<file path="src/rtl/char_reader_pkg.sv">
// char_reader shared types: FSM state encoding and character codes.
package char_reader_pkg;

    typedef enum logic [1:0] {
        CR_IDLE = 2'd0,
        CR_SEND = 2'd1,
        CR_DONE = 2'd2
    } cr_state_e;

    localparam logic [7:0] CHAR_NULL = 8'h00;

endpackage

</file>
<file path="src/rtl/char_reader_char_sel.sv">
// Combinational byte selector: picks character pos_i out of the snapshot.
// Character 0 occupies the most significant byte of the buffer.
module char_reader_char_sel #(
    parameter  int N_CHARS = 64,
    parameter  int CHAR_W  = 8,
    localparam int PW      = $clog2(N_CHARS)
) (
    input  logic [N_CHARS*CHAR_W-1:0] snap_i,
    input  logic [PW-1:0]             pos_i,
    output logic [CHAR_W-1:0]         char_o
);

    always_comb begin
        char_o = '0;
        for (int i = 0; i < N_CHARS; i++) begin
            if (pos_i == PW'(i)) begin
                char_o = snap_i[(N_CHARS-1-i)*CHAR_W +: CHAR_W];
            end
        end
    end

endmodule

</file>
<file path="src/rtl/char_reader.sv">
// char_reader: snapshots the text buffer on start and streams it out per char.
// Define CHAR_READER_SKIP_NULL_EN to skip Null characters without a handshake.
module char_reader
    import char_reader_pkg::*;
#(
    parameter  int N_CHARS = 64,
    parameter  int CHAR_W  = 8,
    localparam int PW      = $clog2(N_CHARS)
) (
    input  logic                      clk,
    input  logic                      rst_n,
    input  logic                      start,
    input  logic [N_CHARS*CHAR_W-1:0] c_data,
    input  logic                      tx_ready,
    output logic                      tx_valid,
    output logic [CHAR_W-1:0]         tx_char,
    output logic [PW-1:0]             tx_pos,
    output logic                      busy,
    output logic                      print_fin
);

    cr_state_e                 state_q;
    logic [PW-1:0]             pos_q;
    logic [N_CHARS*CHAR_W-1:0] snap_q;

    logic [CHAR_W-1:0] sel_char;
    logic              send;
    logic              skip;
    logic              advance;
    logic              last;

    char_reader_char_sel #(
        .N_CHARS (N_CHARS),
        .CHAR_W  (CHAR_W)
    ) u_char_sel (
        .snap_i (snap_q),
        .pos_i  (pos_q),
        .char_o (sel_char)
    );

    assign send = (state_q == CR_SEND);

`ifdef CHAR_READER_SKIP_NULL_EN
    assign skip = send && (sel_char == CHAR_W'(CHAR_NULL));
`else
    assign skip = 1'b0;
`endif

    assign tx_valid  = send && !skip;
    assign tx_char   = send ? sel_char : '0;
    assign tx_pos    = send ? pos_q : '0;
    assign busy      = (state_q != CR_IDLE);
    assign print_fin = (state_q == CR_DONE);

    // A skipped Null moves on exactly like an accepted character.
    assign advance = (tx_valid && tx_ready) || skip;
    assign last    = (pos_q == PW'(N_CHARS - 1));

    always_ff @(posedge clk or negedge rst_n) begin
        if (!rst_n) begin
            state_q <= CR_IDLE;
            pos_q   <= '0;
            snap_q  <= '0;
        end else begin
            unique case (state_q)
                CR_IDLE: begin
                    if (start) begin
                        snap_q  <= c_data;
                        pos_q   <= '0;
                        state_q <= CR_SEND;
                    end
                end
                CR_SEND: begin
                    if (advance) begin
                        if (last) begin
                            state_q <= CR_DONE;
                        end else begin
                            pos_q <= pos_q + PW'(1);
                        end
                    end
                end
                CR_DONE: begin
                    state_q <= CR_IDLE;
                end
                default: begin
                    state_q <= CR_IDLE;
                end
            endcase
        end
    end

endmodule
</file>
<file path="config.mk">
export PLATFORM = sky130hd
export DESIGN_NAME = char_reader
export DESIGN_NICKNAME = d
export VERILOG_FILES = /design/src/rtl/char_reader_pkg.sv /design/src/rtl/char_reader_char_sel.sv /design/src/rtl/char_reader.sv
export SDC_FILE = /design/constraint.sdc
export NUM_CORES = 1
export LEC_CHECK = 0
export BUFFER_PORTS_ARGS = -buffer_cell sky130_fd_sc_hd__buf_2
export CAP_MARGIN = 30
export CELL_PAD_IN_SITES_DETAIL_PLACEMENT = 1
export CELL_PAD_IN_SITES_GLOBAL_PLACEMENT = 2
export CORE_ASPECT_RATIO = 0.9
export CORE_MARGIN = 4
export CORE_UTILIZATION = 36
export CTS_CLUSTER_SIZE = 28
export DETAILED_ROUTE_END_ITERATION = 6
export PLACE_DENSITY = 0.79
export SLEW_MARGIN = 20
export SYNTH_ARGS = -nofsm -noshare
export SYNTH_HDL_FRONTEND = slang
export SYNTH_SLANG_ARGS = --single-unit
</file>
<file path="constraint.sdc">
create_clock -name clk -period 3 [get_ports clk]
set_clock_uncertainty 0.05 [all_clocks]
set_input_delay 0.15 -clock clk [delete_from_list [all_inputs] [get_ports clk]]
set_output_delay 0.15 -clock clk [all_outputs]
set_load 0.005 [all_outputs]
</file>
After elaboration in Yosys (flattened, before gate mapping)
Index checks and enable logic that the tools add are counted.
{"block": "word_totals", "out_inout_bits": 17, "latchBits": 0, "mem_count": 0, "mem_bits_rw": 0, "rom_bits": 0, "in_bits": 516, "word_cells": 155, "ff_bits": 520}
{"block": "classes", "n_mux": 74, "eq_ne": 69, "bitwise": 0, "addsub": 1, "multipliers": 0, "div": 0, "magnitude_cmp": 0, "reduce_logical": 8, "shift": 0}
{"op": "8-bit two-way mux", "count": 65}
{"op": "6-bit == test, second input constant", "count": 32}
{"op": "6-bit by 5-bit == test with 1-bit output, second input constant", "count": 16}
{"op": "6-bit by 4-bit == test with 1-bit output, second input constant", "count": 8}
{"op": "6-bit by 3-bit == test with 1-bit output, second input constant", "count": 4}
{"op": "6-bit two-way mux", "count": 4}
{"op": "6-bit by 2-bit == test with 1-bit output, second input constant", "count": 2}
{"op": "6-bit case mux with 2 select lines", "count": 1}
{"op": "6-bit by 1-bit adder with 6-bit output, second input constant", "count": 1}
{"op": "6-bit by 1-bit == test with 1-bit output, second input constant", "count": 1}
{"op": "6-bit zero test", "count": 1}
{"op": "2-bit two-way mux", "count": 3}
{"op": "2-bit by 1-bit inequality test with 1-bit output, second input constant", "count": 2}
{"op": "2-bit inequality test, second input constant", "count": 2}
{"op": "2-bit case mux with 2 select lines", "count": 1}
{"op": "4-bit AND reduction", "count": 1}
{"op": "2-bit nonzero test", "count": 2}
{"op": "3-bit AND reduction", "count": 1}
{"op": "2-bit by 1-bit == test with 1-bit output, second input constant", "count": 1}
{"op": "2-bit == test, second input constant", "count": 1}
{"op": "2-bit zero test", "count": 1}
{"op": "2-bit AND reduction", "count": 1}
{"op": "1-bit logical AND", "count": 1}

Logic depth before layout (Yosys ltp)
Gate-level depths: netlist of the first run.
{"block": "logic_depth", "depth_word": 66, "ltp_mapped": 13, "depth_no_buf": 10}

Cells and area by module
From an unflattened synthesis of the first run, not the netlist that was laid out.
{"block": "hier_totals", "hier_cells": 2189, "area_unflattened_um2": 26436.6}
{"mod": "char_reader", "cells_per_inst": 1141, "area_per_inst_um2": 19541.2, "instances": 1, "seq_area_each_um2": 13012.5}
{"mod": "char_reader_char_sel", "cells_per_inst": 1048, "area_per_inst_um2": 6895.4, "instances": 1, "seq_area_each_um2": 0.0}

Worst setup path after synthesis of the first run
OpenSTA, ideal clock, no wires.
{"block": "synth_path", "path_type": "register to output", "from": "register pos_q[0]", "to": "output port tx_char[5]", "stages_incl_launch_ff": 12, "arrival_time_ps": 2618, "t_required_ps": 2800, "slack_ps": 182, "n_path_buf": 1, "path_cell_list": "dfrtp_1 > inv_1 > ha_1 > nor2b_1 > clkbuf_1 > nand2_1 > o311ai_1 > or3b_1 > or4_1 > a21oi_1 > nor4_1 > o21ai_1"}
{"block": "synth_between", "elab_chain_len": 66, "word_cells_on_any_way": 129, "classes_between": "63 x eq/ne; 65 x mux; 1 x reduce/logical"}
{"element": "from (decl)", "line": "char_reader.sv:23", "rtl": "logic [PW-1:0] pos_q;"}
{"element": "from (signal assigned)", "line": "char_reader.sv:78", "rtl": "pos_q <= pos_q + PW'(1);"}
{"element": "6-bit zero test", "line": "char_reader_char_sel.sv:16", "rtl": "if (pos_i == PW'(i)) begin"}
{"element": "8-bit two-way mux (63 in a row)", "line": "char_reader_char_sel.sv:16"}
{"element": "8-bit two-way mux (*)", "line": "char_reader_char_sel.sv:16"}
{"element": "8-bit two-way mux (*)", "line": "char_reader.sv:50", "rtl": "assign tx_char = send ? sel_char : '0;"}
{"element": "to (decl)", "line": "char_reader.sv:16", "rtl": "output logic [CHAR_W-1:0] tx_char,"}
Every way passes the cells marked *; elsewhere a longest branch is shown, timed or not.

Final worst setup path of the first run
{"block": "layout_path", "from": "register pos_q[5]", "to": "output port tx_char[7]"}
Same word-level chain as after synthesis.

==> summary.txt, run 1 <==
Run status
  • Result of the run: finished with violations
  • Violated checks: setup timing

Min path
  • Class of the tightest hold or removal check: input port to async pin

Power
  • Worst vdd rail ir drop: 0.541 mV
  • Cell Pwr Density: 756 nW/µm²
  • Static Leak: 18.4 nW

Synthesis
  • Synthesized netlist cell count: 2206
  • Share of synthesized area occupied by flip-flops and latches: 50.6%
  • Number of different library cells in the post-synthesis netlist: 93
  • Flip-flop and latch count after synthesis: 520
  • Top_reg_cell synth: sky130_fd_sc_hd__dfrtp_1
  • Summed instance area of the synthesized netlist: 25700 µm²
  • Post-Synthesis Net Count: 2726
  • Number of warning messages in the yosys log: 0
  • Number of enable-type register cells in the synthesized netlist: 0
  • Fraction of registers with async set or reset after synthesis: 100%
  • Mean instance size in the synthesized netlist: 11.7 µm²

Timing
  • Minimum period implied by the final worst setup slack: 4.04 ns
  • Total count of max-transition violations in the final report: 0
  • Final cycle utilization of the critical path: 135%
  • Peak Freq: 248 MHz
  • Slack of the critical path: -1.04 ns
  • Max-slew headroom: 58.0%
  • Finish-stage setup viols: 8
  • Final Hold Viols: 0
  • Setup repair after global routing missed its margin: true
  • Worst Tran Pin Value: 0.624 ns

Clock tree
  • CTS buffer count: 55
  • Root Driver: sky130_fd_sc_hd__clkbuf_16
  • Clk_lat worst skew: 0.63 ns
  • Clock sinks: 520
  • Largest buffer count on any clock path: 3
  • TritonCTS clock tree: built
  • Htree depth: 2
  • Clock slew seen by the registers of the worst setup and hold paths: 0.08 ns

Routing
  • Routed wire length: 146000 µm
  • Iter 0 DRT Violations: 2563
  • Routed wire length per instance: 31.0 µm
  • Remaining antenna violation count: 0
  • Final routed DRC violation total: 0
  • First-pass iteration count of the detailed router: 5
  • Number of vias after detailed routing: 27798
  • Via/cell ratio: 5.89

Worst setup path
  • Maximum fanout along the worst path: 21
  • CP max-delay cell: sky130_fd_sc_hd__dfrtp_2
  • Startpoint type of the worst setup path: register
  • Most used cell along the critical path: sky130_fd_sc_hd__buf_4
  • Crit end category: output port
  • Required time worst endpoint: 2.80 ns
  • CP max stage delay: 0.44 ns
  • Arr. time, crit path: 3.84 ns
  • Kind of critical path: register to output port
  • Series of cell instances along the critical path: buf_12, buf_4, nor3b_2, buf_4, nand2_1, buf_4, nor4_1, nor4_1, a211o_4, a211o_4, a21oi_4, o21ai_2, buf_2
  • Count of cells along the worst register-to-register path: 11

Floorplan
  • Number of placement rows: 92
  • Core Region: 70400 µm²
  • I/O pin count: 533
  • Chip Width: 290 µm
  • Y dimension of the die: 262 µm
  • Die area: 75800 µm²
  • Initial Util: 36.5%

Final layout
  • Post-synthesis to final-layout area growth: 61.6%
  • Non-filler cells, final: 4723
  • Finished Cell Area: 41600 µm²
  • NumNets Final: 4241
  • Share of the core filled with cells: 59.0%
  • Share of cells above drive strength 1: 49.8%
  • Most frequent cells in the layout: sky130_fd_sc_hd__buf_2, sky130_fd_sc_hd__dlygate4sd3_1, sky130_fd_sc_hd__dfrtp_1
  • Most common cell after layout, fill and taps aside: sky130_fd_sc_hd__buf_2

Run
  • Max-Cap Viols: 0

GRT
  • Overflow left after global routing: 0
  • Via count of the first global-routing pass: 31025
  • Largest net degree at the start of global routing: 78
  • Global routing met2 resource utilization: 63.3%
  • Number of antenna violations at the first check in global routing: 21
  • Overall fraction of global-route tracks in use: 37.3%
  • Wire length of the first global-routing pass: 209000 µm
  • Global routing's busiest layer: met2
  • Global-route met3 utilization: 8.49%
  • Met1 Usage GRT: 44.4%

Placed design
  • Pre-CTS setup slack: -1.30 ns
  • Total of buffers placed on input and output ports: 532
  • Post-detailed-placement half-perimeter wirelength: 95800 µm
  • Cell total after placement: 4054
  • Gp weighted congestion: 0.974
  • Total placed instance area: 33000 µm²
[cells in the mapped netlist (10+ instances only)]
cell type | count | area (µm²)
sky130_fd_sc_hd__o22ai_1 | 54 | 338
sky130_fd_sc_hd__nand2b_1 | 10 | 62.6
sky130_fd_sc_hd__o2111ai_1 | 14 | 123
sky130_fd_sc_hd__nor2_2 | 12 | 75.1
sky130_fd_sc_hd__dfrtp_1 | 520 | 13000
sky130_fd_sc_hd__a2111oi_0 | 19 | 166
sky130_fd_sc_hd__a21oi_1 | 73 | 365
sky130_fd_sc_hd__or3_1 | 11 | 68.8
sky130_fd_sc_hd__nor4_1 | 14 | 87.6
sky130_fd_sc_hd__nor2_1 | 167 | 627
sky130_fd_sc_hd__nand4_1 | 16 | 100
sky130_fd_sc_hd__and3_1 | 16 | 100
sky130_fd_sc_hd__a22oi_1 | 38 | 285
sky130_fd_sc_hd__a31oi_1 | 13 | 81.3
sky130_fd_sc_hd__nand3b_1 | 11 | 82.6
sky130_fd_sc_hd__o21ai_0 | 63 | 315
sky130_fd_sc_hd__a221oi_1 | 41 | 359
sky130_fd_sc_hd__o211ai_1 | 16 | 120
sky130_fd_sc_hd__nor3_1 | 51 | 255
sky130_fd_sc_hd__clkbuf_1 | 73 | 274
sky130_fd_sc_hd__a211oi_1 | 20 | 150
sky130_fd_sc_hd__nand3_1 | 42 | 210
sky130_fd_sc_hd__o221ai_1 | 24 | 210
sky130_fd_sc_hd__mux2_2 | 511 | 5750
sky130_fd_sc_hd__nand2_1 | 147 | 552
sky130_fd_sc_hd__buf_2 | 21 | 105
[flip-flops by register name (all words and copies together) (netlist names)]
name     cells
state_q      2
pos_q        6
snap_q     512
[worst paths after layout]
kind                        startpoint  slack [ns]           to
min reg2reg                snap_q[488]        0.46  snap_q[488]
min                              rst_n        0.16  snap_q[163]
max in group asynchronous        rst_n        1.85  snap_q[421]
max reg2reg                   pos_q[1]        0.40     pos_q[5]
min in group clk            c_data[82]        0.23   snap_q[82]
max                           pos_q[5]       -1.04   tx_char[7]
[power by group]
group          internal, mW  switching, mW  leakage (nW)
Combinational          5.77           5.37          11.3
Sequential             9.72           2.95          6.11
Clock                  4.31           3.32         0.935
Total                  19.8           11.6          18.4
[layer usage]
layer / vias up / routed length (µm)
li1: 11416 / -
met2: 1698 / 70300
met3: 603 / 12000
met5: - / 56
met1: 14073 / 54900
met4: 8 / 9200
[what timing repair did]
| action | 4_1_cts | 5_1_grt |
|---|---|---|
| gates resized for setup | 201 | 71 |
| setup buffers | 27 | 10 |
| pin swaps | 50 | 38 |
| hold endpoints to repair | 810 | 0 |
| endpoints found under the setup margin | 8 | 8 |
| hold buffers | 516 | 0 |
[cell type report]
cell class	count	area, µm²
diodes	18	45.0
well taps	940	1180
multi-input cells	1563	13100
fillers	7459	28900
inverters	6	27.5
clock buffers	75	1540
flip-flops and latches	520	13000
repair buffers	1575	12300
clock inverters	26	369
[logic make-up after synthesis]
group                    share of synthesized area, %
adder cells (fa/ha/maj)                         0.195
multiplexers                                     22.4
AND/OR/NAND/NOR                                  11.2
flip-flops                                       50.6
AO/OA/AOI/OAI                                    13.2
buffers and inverters                            2.24
XOR/XNOR                                        0.102
[worst max-delay path, delay by kind of cell (launching register included)]
| family | cells | cell delay (ns) |
|---|---|---|
| buf+inv | 5 | 0.88 |
| simple gates | 4 | 0.77 |
| flops | 1 | 0.44 |
| compound gates | 4 | 1.11 |
[through the flow]
step,total power [mW],setup TNS (ns),hold WS [ns]
detailed placement,21.2,-6.98,-0.0199
CTS,30.2,-7.51,0.140
global placement,20.8,-6.79,-0.0189
floorplan,15.6,0,-0.196
finish,31.4,-7.66,0.163
global route,32.3,-8.34,0.175
Power figures use the tool's default switching activity.
==> inputs of run 2 (changes only) <==
Settings changed: ABC_AREA set to 1, CORE_UTILIZATION 36 to 30.
==> run 2 against run 1 <==
  * The run still ends with setup timing left
  * Utilization fell by 12 points
  * Sequential cell count did not move
  * Fmax fell by 38%
  * Cell count rose by 31%
  * Hold slack got worse by 0.12 ns
==> summary.txt, run 2 <==
Run status
  • Result of the run: finished with violations (unchanged)
  • Violated checks: setup timing (unchanged)

Worst setup path
  • CP max stage delay: 0.43 ns (was 0.44 ns)
  • Register-to-register setup slack: 0.23 ns (was 0.40 ns)
  • Required time worst endpoint: 2.80 ns (about the same)
  • Count of cells along the worst register-to-register path: 16 (was 11)
  • Kind of critical path: register to output port (unchanged)
  • Reg-to-reg endpoint: pos_q[5] (unchanged)
  • Arr. time, crit path: 6.28 ns (was 3.84 ns)
  • Crit end category: output port (unchanged)
  • Startpoint of the most critical register-to-register path: pos_q[0] (was pos_q[1])
  • CP top delay family: simple AND/OR/NAND/NOR gates (was compound AO/OA/AOI/OAI gates)
  • Most used cell along the critical path: sky130_fd_sc_hd__nand2_1 (was sky130_fd_sc_hd__buf_4)
  • Timing startpoint of the critical path: pos_q[2] (was pos_q[5])
  • Startpoint type of the worst setup path: register (unchanged)
  • Buffering stage count on the worst path with inverters included: 5 (unchanged)
  • CP max-delay cell: sky130_fd_sc_hd__dfrtp_1 (was sky130_fd_sc_hd__dfrtp_2)
  • Maximum fanout along the worst path: 5 (was 21)

Clock tree
  • Clock slew seen by the registers of the worst setup and hold paths: 0.06 ns (was 0.08 ns)
  • TritonCTS clock tree: built (unchanged)
  • CTS buffer count: 61 (was 55)
  • Clk_lat worst skew: 0.63 ns (about the same)
  • Largest buffer count on any clock path: 3 (unchanged)
  • Clock sinks: 520 (unchanged)
  • Root Driver: sky130_fd_sc_hd__clkbuf_16 (unchanged)
  • Htree depth: 2 (unchanged)

GRT
  • Largest net degree at the start of global routing: 157 (was 78)
  • Via count of the first global-routing pass: 31671 (was 31025)
  • Global routing's busiest layer: met2 (unchanged)
  • Overflow left after global routing: 0 (unchanged)
  • Global routing met2 resource utilization: 45.6% (was 63.3%)
  • Met1 Usage GRT: 34.0% (was 44.4%)
  • Global-route met3 utilization: 3.41% (was 8.49%)
  • Wire length of the first global-routing pass: 189000 µm (was 209000 µm)
  • Overall fraction of global-route tracks in use: 26.6% (was 37.3%)
  • Number of antenna violations at the first check in global routing: 16 (was 21)

Timing
  • Max-slew headroom: 49.6% (was 58.0%)
  • Setup repair after global routing missed its margin: true (unchanged)
  • Setup_tns: -26.28 ns (was -7.66 ns)
  • Minimum period implied by the final worst setup slack: 6.48 ns (was 4.04 ns)
  • Slack of the critical path: -3.48 ns (was -1.04 ns)
  • Worst Tran Pin Value: 0.756 ns (was 0.624 ns)
  • Final cycle utilization of the critical path: 216% (was 135%)
  • Total count of max-transition violations in the final report: 0 (unchanged)
  • Final Hold Viols: 0 (unchanged)
  • Finish-stage setup viols: 8 (unchanged)
  • Peak Freq: 154 MHz (was 248 MHz)

Placed design
  • Post-detailed-placement half-perimeter wirelength: 84300 µm (was 95800 µm)
  • Total of buffers placed on input and output ports: 532 (unchanged)
  • Gp weighted congestion: 0.841 (was 0.974)
  • Pre-CTS setup slack: -3.29 ns (was -1.30 ns)

Final layout
  • NumNets Final: 5506 (was 4241)
  • Largest registers: snap_q (512), pos_q (6), state_q (2) (unchanged)
  • Share of cells above drive strength 1: 25.2% (was 49.8%)
  • Biggest register: snap_q (unchanged)
  • Largest register FFs: 512 (unchanged)
  • Filler Cell Count: 10559 (was 7459)
  • Most frequent cells in the layout: sky130_fd_sc_hd__nand2_1, sky130_fd_sc_hd__buf_2, sky130_fd_sc_hd__dfrtp_1 (was sky130_fd_sc_hd__buf_2, sky130_fd_sc_hd__dlygate4sd3_1, sky130_fd_sc_hd__dfrtp_1)
  • Share of the core filled with cells: 47.4% (was 59.0%)
  • Most common cell after layout, fill and taps aside: sky130_fd_sc_hd__nand2_1 (was sky130_fd_sc_hd__buf_2)
  • Post-synthesis to final-layout area growth: 55.7% (was 61.6%)

Power
  • Worst vdd rail ir drop: 0.481 mV (was 0.541 mV)
  • Static Leak: 21.5 nW (was 18.4 nW)
  • Cell Pwr Density: 922 nW/µm² (was 756 nW/µm²)

Synthesis
  • Area share of the largest cell type after synthesis: 50.2% (was 50.6%)
  • Most frequently used cell type in the post-synthesis netlist: sky130_fd_sc_hd__nand2_1 (was sky130_fd_sc_hd__dfrtp_1)
  • Synthesized netlist cell count: 3725 (was 2206)
  • Number of different library cells in the post-synthesis netlist: 34 (was 93)
  • Most frequent cells after synthesis: sky130_fd_sc_hd__nand2_1, sky130_fd_sc_hd__dfrtp_1, sky130_fd_sc_hd__inv_1 (was sky130_fd_sc_hd__dfrtp_1, sky130_fd_sc_hd__mux2_2, sky130_fd_sc_hd__nor2_1)
  • Fraction of registers with async set or reset after synthesis: 100% (unchanged)
  • Synth area leader: sky130_fd_sc_hd__dfrtp_1 (unchanged)
  • Flip-flop and latch count after synthesis: 520 (unchanged)
  • Number of enable-type register cells in the synthesized netlist: 0 (unchanged)
  • Most area-consuming cells after synthesis: sky130_fd_sc_hd__dfrtp_1, sky130_fd_sc_hd__nand2_1, sky130_fd_sc_hd__inv_1, sky130_fd_sc_hd__a21oi_1, sky130_fd_sc_hd__nor2_1 (was sky130_fd_sc_hd__dfrtp_1, sky130_fd_sc_hd__mux2_2, sky130_fd_sc_hd__nor2_1, sky130_fd_sc_hd__nand2_1, sky130_fd_sc_hd__a21oi_1)
  • Top_reg_cell synth: sky130_fd_sc_hd__dfrtp_1 (unchanged)
  • Mean instance size in the synthesized netlist: 6.96 µm² (was 11.7 µm²)
  • Number of warning messages in the yosys log: 0 (unchanged)
  • Post-Synthesis Net Count: 4245 (was 2726)
  • Share of synthesized area occupied by flip-flops and latches: 50.2% (was 50.6%)
  • Summed instance area of the synthesized netlist: 25900 µm² (was 25700 µm²)

Floorplan
  • Y dimension of the die: 287 µm (was 262 µm)
  • I/O pin count: 533 (unchanged)
  • Initial Util: 30.5% (was 36.5%)
  • Die area: 91100 µm² (was 75800 µm²)
  • Chip Width: 318 µm (was 290 µm)
  • Core Region: 85000 µm² (was 70400 µm²)
  • Number of placement rows: 101 (was 92)

Routing
  • Via/cell ratio: 4.69 (was 5.89)
  • Iter 0 DRT Violations: 1592 (was 2563)
  • Remaining antenna violation count: 0 (unchanged)
  • Routed wire length per instance: 20.2 µm (was 31.0 µm)
  • Number of vias after detailed routing: 28970 (was 27798)
  • First-pass iteration count of the detailed router: 5 (unchanged)
  • Routed wire length: 125000 µm (was 146000 µm)
  • Final routed DRC violation total: 0 (unchanged)

Run
  • Max-Cap Viols: 0 (unchanged)

Min path
  • Class of the tightest hold or removal check: input port to async pin (unchanged)
[run 2: cell count changes after synthesis, sizes merged, moves of 23 or more]
cell,previous run,this run
clkbuf,74,138
nand3,44,81
a221oi,41,0
o221ai,25,0
or2,4,35
o21ai,68,135
a22oi,39,0
nor3,51,24
a21oi,73,186
mux2,511,0
inv,6,269
nand2,151,2085
a2111oi,23,0
o22ai,54,2
[run 2: repair_timing]
action	in CTS	in global routing
buffers inserted	16	15
hold buffers	516	0
pin swaps	82	137
resized for setup	121	166
setup endpoints to repair	8	8
hold endpoints to repair	816	0
[run 2: worst reg2reg max path: stages, from the launching register on]
cell	delay, ns
sky130_fd_sc_hd__dfrtp_2	0.45
sky130_fd_sc_hd__buf_4	0.15
sky130_fd_sc_hd__ha_2	0.20
sky130_fd_sc_hd__inv_1	0.08
sky130_fd_sc_hd__buf_4	0.13
sky130_fd_sc_hd__nor2_1	0.04
sky130_fd_sc_hd__inv_1	0.08
sky130_fd_sc_hd__buf_4	0.20
sky130_fd_sc_hd__nor2_1	0.08
sky130_fd_sc_hd__nand2_1	0.10
sky130_fd_sc_hd__clkinv_1	0.08
sky130_fd_sc_hd__nor2_1	0.21
sky130_fd_sc_hd__nand2_1	0.19
sky130_fd_sc_hd__inv_1	0.20
sky130_fd_sc_hd__nand2_1	0.12
sky130_fd_sc_hd__nor3_1	0.20
sky130_fd_sc_hd__a211oi_1	0.07
[run 2: layout make-up]
type	instances	area [µm²]	area share (%)
multi-input combinational	2765	12000	29.8
clock buffer	91	1840	4.57
clock inverter	19	377	0.934
timing repair buffer	1364	10600	26.2
inverter	274	1050	2.60
antenna	15	37.5	0.0931
sequential	520	13000	32.3
tap	1133	1420	3.52
[run 2: worst max-delay path by stage]
stage	end	cells past startpoint
2_1_floorplan	tx_char[3]	72
3_3_place_gp	tx_char[0]	67
3_5_place_dp	tx_char[0]	67
4_1_cts	tx_char[2]	70
5_1_grt	tx_char[0]	68
6_report	tx_char[3]	73
[run 2: routing by layer]
layer | vias to the layer above | part of all wire, % | wire, µm
li1 | 13841 | - | -
met1 | 14104 | 43 | 53900
met2 | 742 | 48 | 60400
met3 | 281 | 4.0 | 5000
met4 | 2 | 4.6 | 5810
met5 | - | 0.0088 | 11
[run 2: cells by family (layout without fill, tap and decap cells)]
kind of cell,Yosys count,count (layout),synth area share (%)
fa+ha+maj,4,4,0.193
other cells,0,15,0
simple gates,2431,2431,36.4
flops,520,520,50.2
buf+inv,440,1748,6.67
compound gates,330,330,6.47
[run 2: power breakdown]
group	switching [mW]	internal [mW]	leakage, nW
Combinational	9.92	6.32	13.9
Clock	3.19	5.15	1.09
Sequential	2.24	10.4	6.49
[run 2: stage by stage]
step                total power [mW]  instance area [µm²]  instances  hold slack (ns)
finish                          37.2                40300       6181           0.0385
global route                    40.0                40300       6181           0.0744
CTS                             36.0                39700       6152           0.0540
detailed placement              26.1                31800       5510            0.138
global placement                25.8                31800       5510            0.133
floorplan                       19.5                26000       3725           -0.196
==> inputs of run 3 (changes only) <==
--- a/constraint.sdc
+++ b/constraint.sdc
@@ -4,2 +4,2 @@
 set_output_delay 0.15 -clock clk [all_outputs]
-set_load 0.005 [all_outputs]
+set_load 0.01 [all_outputs]
==> run 3 against run 2 <==
  * Critical endpoint is now tx_char[7]
  * Via count fell by 0.44%
  * Utilization fell by 0.079 points
  * Register-to-register slack got worse by 0.09 ns
  * Largest cell class unchanged
  * The flow still finishes with violations (setup timing)
  * Sequential cell count did not move
  * Sequential power barely moved
  * Critical path depth fell by 2
==> summary.txt, run 3 (synthesis results as in run 2) <==
Run status
  • Result of the run: finished with violations (unchanged)
  • Violated checks: setup timing (unchanged)

Clock tree
  • Largest buffer count on any clock path: 3 (unchanged)
  • TritonCTS clock tree: built (unchanged)
  • CTS buffer count: 60 (was 61)
  • Htree depth: 2 (unchanged)
  • Root Driver: sky130_fd_sc_hd__clkbuf_16 (unchanged)
  • Clock sinks: 520 (unchanged)
  • Clk_lat worst skew: 0.63 ns (about the same)
  • Clock slew seen by the registers of the worst setup and hold paths: 0.07 ns (was 0.06 ns)

Final layout
  • Largest register FFs: 512 (unchanged)
  • Multi-input gate area in the final layout: 11900 µm² (was 12000 µm²)
  • Most common cell after layout, fill and taps aside: sky130_fd_sc_hd__nand2_1 (unchanged)
  • FF/Latch Area: 13000 µm² (about the same)
  • Largest registers: snap_q (512), pos_q (6), state_q (2) (unchanged)
  • Filler Cell Count: 10555 (was 10559)
  • Biggest register: snap_q (unchanged)
  • Post-synthesis to final-layout area growth: 55.4% (was 55.7%)
  • Share of cells above drive strength 1: 24.5% (was 25.2%)
  • NumNets Final: 5536 (was 5506)
  • Most frequent cells in the layout: sky130_fd_sc_hd__nand2_1, sky130_fd_sc_hd__buf_2, sky130_fd_sc_hd__dfrtp_1 (unchanged)
  • Share of the core filled with cells: 47.3% (was 47.4%)

Timing
  • Setup repair after global routing missed its margin: true (unchanged)
  • Final Hold Viols: 0 (unchanged)
  • Smallest hold slack: 0.104 ns (was 0.0385 ns)
  • Minimum period implied by the final worst setup slack: 6.73 ns (was 6.48 ns)
  • Worst Tran Pin Value: 1.04 ns (was 0.756 ns)
  • Final cycle utilization of the critical path: 224% (was 216%)
  • Peak Freq: 148 MHz (was 154 MHz)
  • Slack of the critical path: -3.73 ns (was -3.48 ns)
  • Total count of max-transition violations in the final report: 0 (unchanged)
  • Max-slew headroom: 30.5% (was 49.6%)
  • Finish-stage setup viols: 8 (unchanged)

Floorplan
  • I/O pin count: 533 (unchanged)
  • Die area: 91100 µm² (unchanged)
  • Number of placement rows: 101 (unchanged)
  • Initial Util: 30.5% (unchanged)
  • Y dimension of the die: 287 µm (unchanged)
  • Core Region: 85000 µm² (unchanged)
  • Chip Width: 318 µm (unchanged)

Worst setup path
  • CP max-delay cell: sky130_fd_sc_hd__dfrtp_1 (unchanged)
  • Buffering stage count on the worst path with inverters included: 4 (was 5)
  • Kind of critical path: register to output port (unchanged)
  • Most used cell along the critical path: sky130_fd_sc_hd__nand2_1 (unchanged)
  • Required time worst endpoint: 2.80 ns (about the same)
  • Startpoint type of the worst setup path: register (unchanged)
  • CP top delay family: simple AND/OR/NAND/NOR gates (unchanged)
  • Count of cells along the worst register-to-register path: 17 (was 16)
  • Crit end category: output port (unchanged)
  • Maximum fanout along the worst path: 4 (was 5)
  • CP max stage delay: 0.43 ns (about the same)
  • Reg-to-reg endpoint: pos_q[3] (was pos_q[5])
  • Register-to-register setup slack: 0.14 ns (was 0.23 ns)
  • Startpoint of the most critical register-to-register path: pos_q[1] (was pos_q[0])
  • Arr. time, crit path: 6.53 ns (was 6.28 ns)

GRT
  • Number of antenna violations at the first check in global routing: 8 (was 16)
  • Via count of the first global-routing pass: 31714 (was 31671)
  • Largest net degree at the start of global routing: 230 (was 157)
  • Overflow left after global routing: 0 (unchanged)
  • Wire length of the first global-routing pass: 188000 µm (was 189000 µm)
  • Overall fraction of global-route tracks in use: 26.4% (was 26.6%)

Placed design
  • Total of buffers placed on input and output ports: 532 (unchanged)
  • Gp weighted congestion: 0.862 (was 0.841)
  • Post-detailed-placement half-perimeter wirelength: 84000 µm (was 84300 µm)

Routing
  • Remaining antenna violation count: 0 (unchanged)
  • Routed wire length per instance: 19.8 µm (was 20.2 µm)
  • Iter 0 DRT Violations: 1617 (was 1592)
  • First-pass iteration count of the detailed router: 5 (unchanged)
  • Number of vias after detailed routing: 28843 (was 28970)
  • Via/cell ratio: 4.65 (was 4.69)
  • Routed wire length: 123000 µm (was 125000 µm)
  • Final routed DRC violation total: 0 (unchanged)

Power
  • Cell Pwr Density: 906 nW/µm² (was 922 nW/µm²)
  • Worst vdd rail ir drop: 0.435 mV (was 0.481 mV)
  • Static Leak: 21.5 nW (about the same)

Min path
  • Class of the tightest hold or removal check: input port to async pin (unchanged)

Run
  • Max-Cap Viols: 0 (unchanged)
run 3: cell types whose count changed in the layout (fill, tap and decap cells not counted), moves of 5 or more:
cell                         change
sky130_fd_sc_hd__clkinv_2        +7
sky130_fd_sc_hd__diode_2         -7
sky130_fd_sc_hd__buf_6          +11
sky130_fd_sc_hd__nand2_2        -55
sky130_fd_sc_hd__nand3_1         +6
sky130_fd_sc_hd__nand2_1        +57
sky130_fd_sc_hd__clkinvlp_4      +5
sky130_fd_sc_hd__buf_4          +23
sky130_fd_sc_hd__bufinv_16       -7
run 3: worst max path at each step:
stage          slack, ns    endpoint  cells after the start      from
2_1_floorplan      -1.19  tx_char[3]                     72  pos_q[0]
3_3_place_gp       -3.24  tx_char[0]                     68  pos_q[0]
3_5_place_dp       -3.29  tx_char[0]                     68  pos_q[0]
4_1_cts            -3.70  tx_char[0]                     67  pos_q[0]
5_1_grt            -4.23  tx_char[7]                     71  pos_q[0]
6_report           -3.73  tx_char[7]                     71  pos_q[0]
run 3: per-stage QoR:
stage	TNS, ns	power, mW	cell area (µm²)	worst slack, ns	instances
after floorplan	-9.24	19.6	26000	-1.19	3725
after global placement	-22.53	26.1	32000	-3.24	5534
after detailed placement	-23.08	26.4	32000	-3.29	5534
after CTS	-27.16	35.8	39700	-3.70	6183
after global routing	-32.51	39.3	40300	-4.23	6208
final	-27.45	36.5	40300	-3.73	6209
run 3: what timing repair did:
item                                    CTS  global route
pin swaps                                64           106
endpoints found under the hold margin   584             0
endpoints found under the setup margin    8             8
hold buffers                            516             0
buffers inserted                         19            20
gates resized for setup                 115           116
gates cloned                              0             0
run 3: routing by layer:
metal	vias up	share of wire, %	wire length [µm]	GRT usage [%]
li1	13898	-	-	-
met1	13979	43	53500	34.1
met2	708	48	59200	44.9
met3	258	3.7	4620	3.28
met4	0	4.7	5780	11.4
met5	-	0	0	0
run 3: final cells by class:
cell class                      count  area share (%)
Sequential cell                   520            32.3
Multi-Input combinational cell   2765            29.5
Timing Repair Buffer             1395            26.9
Clock buffer                       87            4.43
Tap cell                         1133            3.52
Inverter                          274            2.59
Clock inverter                     27           0.677
Antenna cell                        8          0.0497
run 3: power by group:
part | total [mW] | internal [mW] | switching, mW
clock network | 7.68 | 4.48 | 3.21
logic | 16.2 | 6.35 | 9.90
registers | 12.6 | 10.4 | 2.18
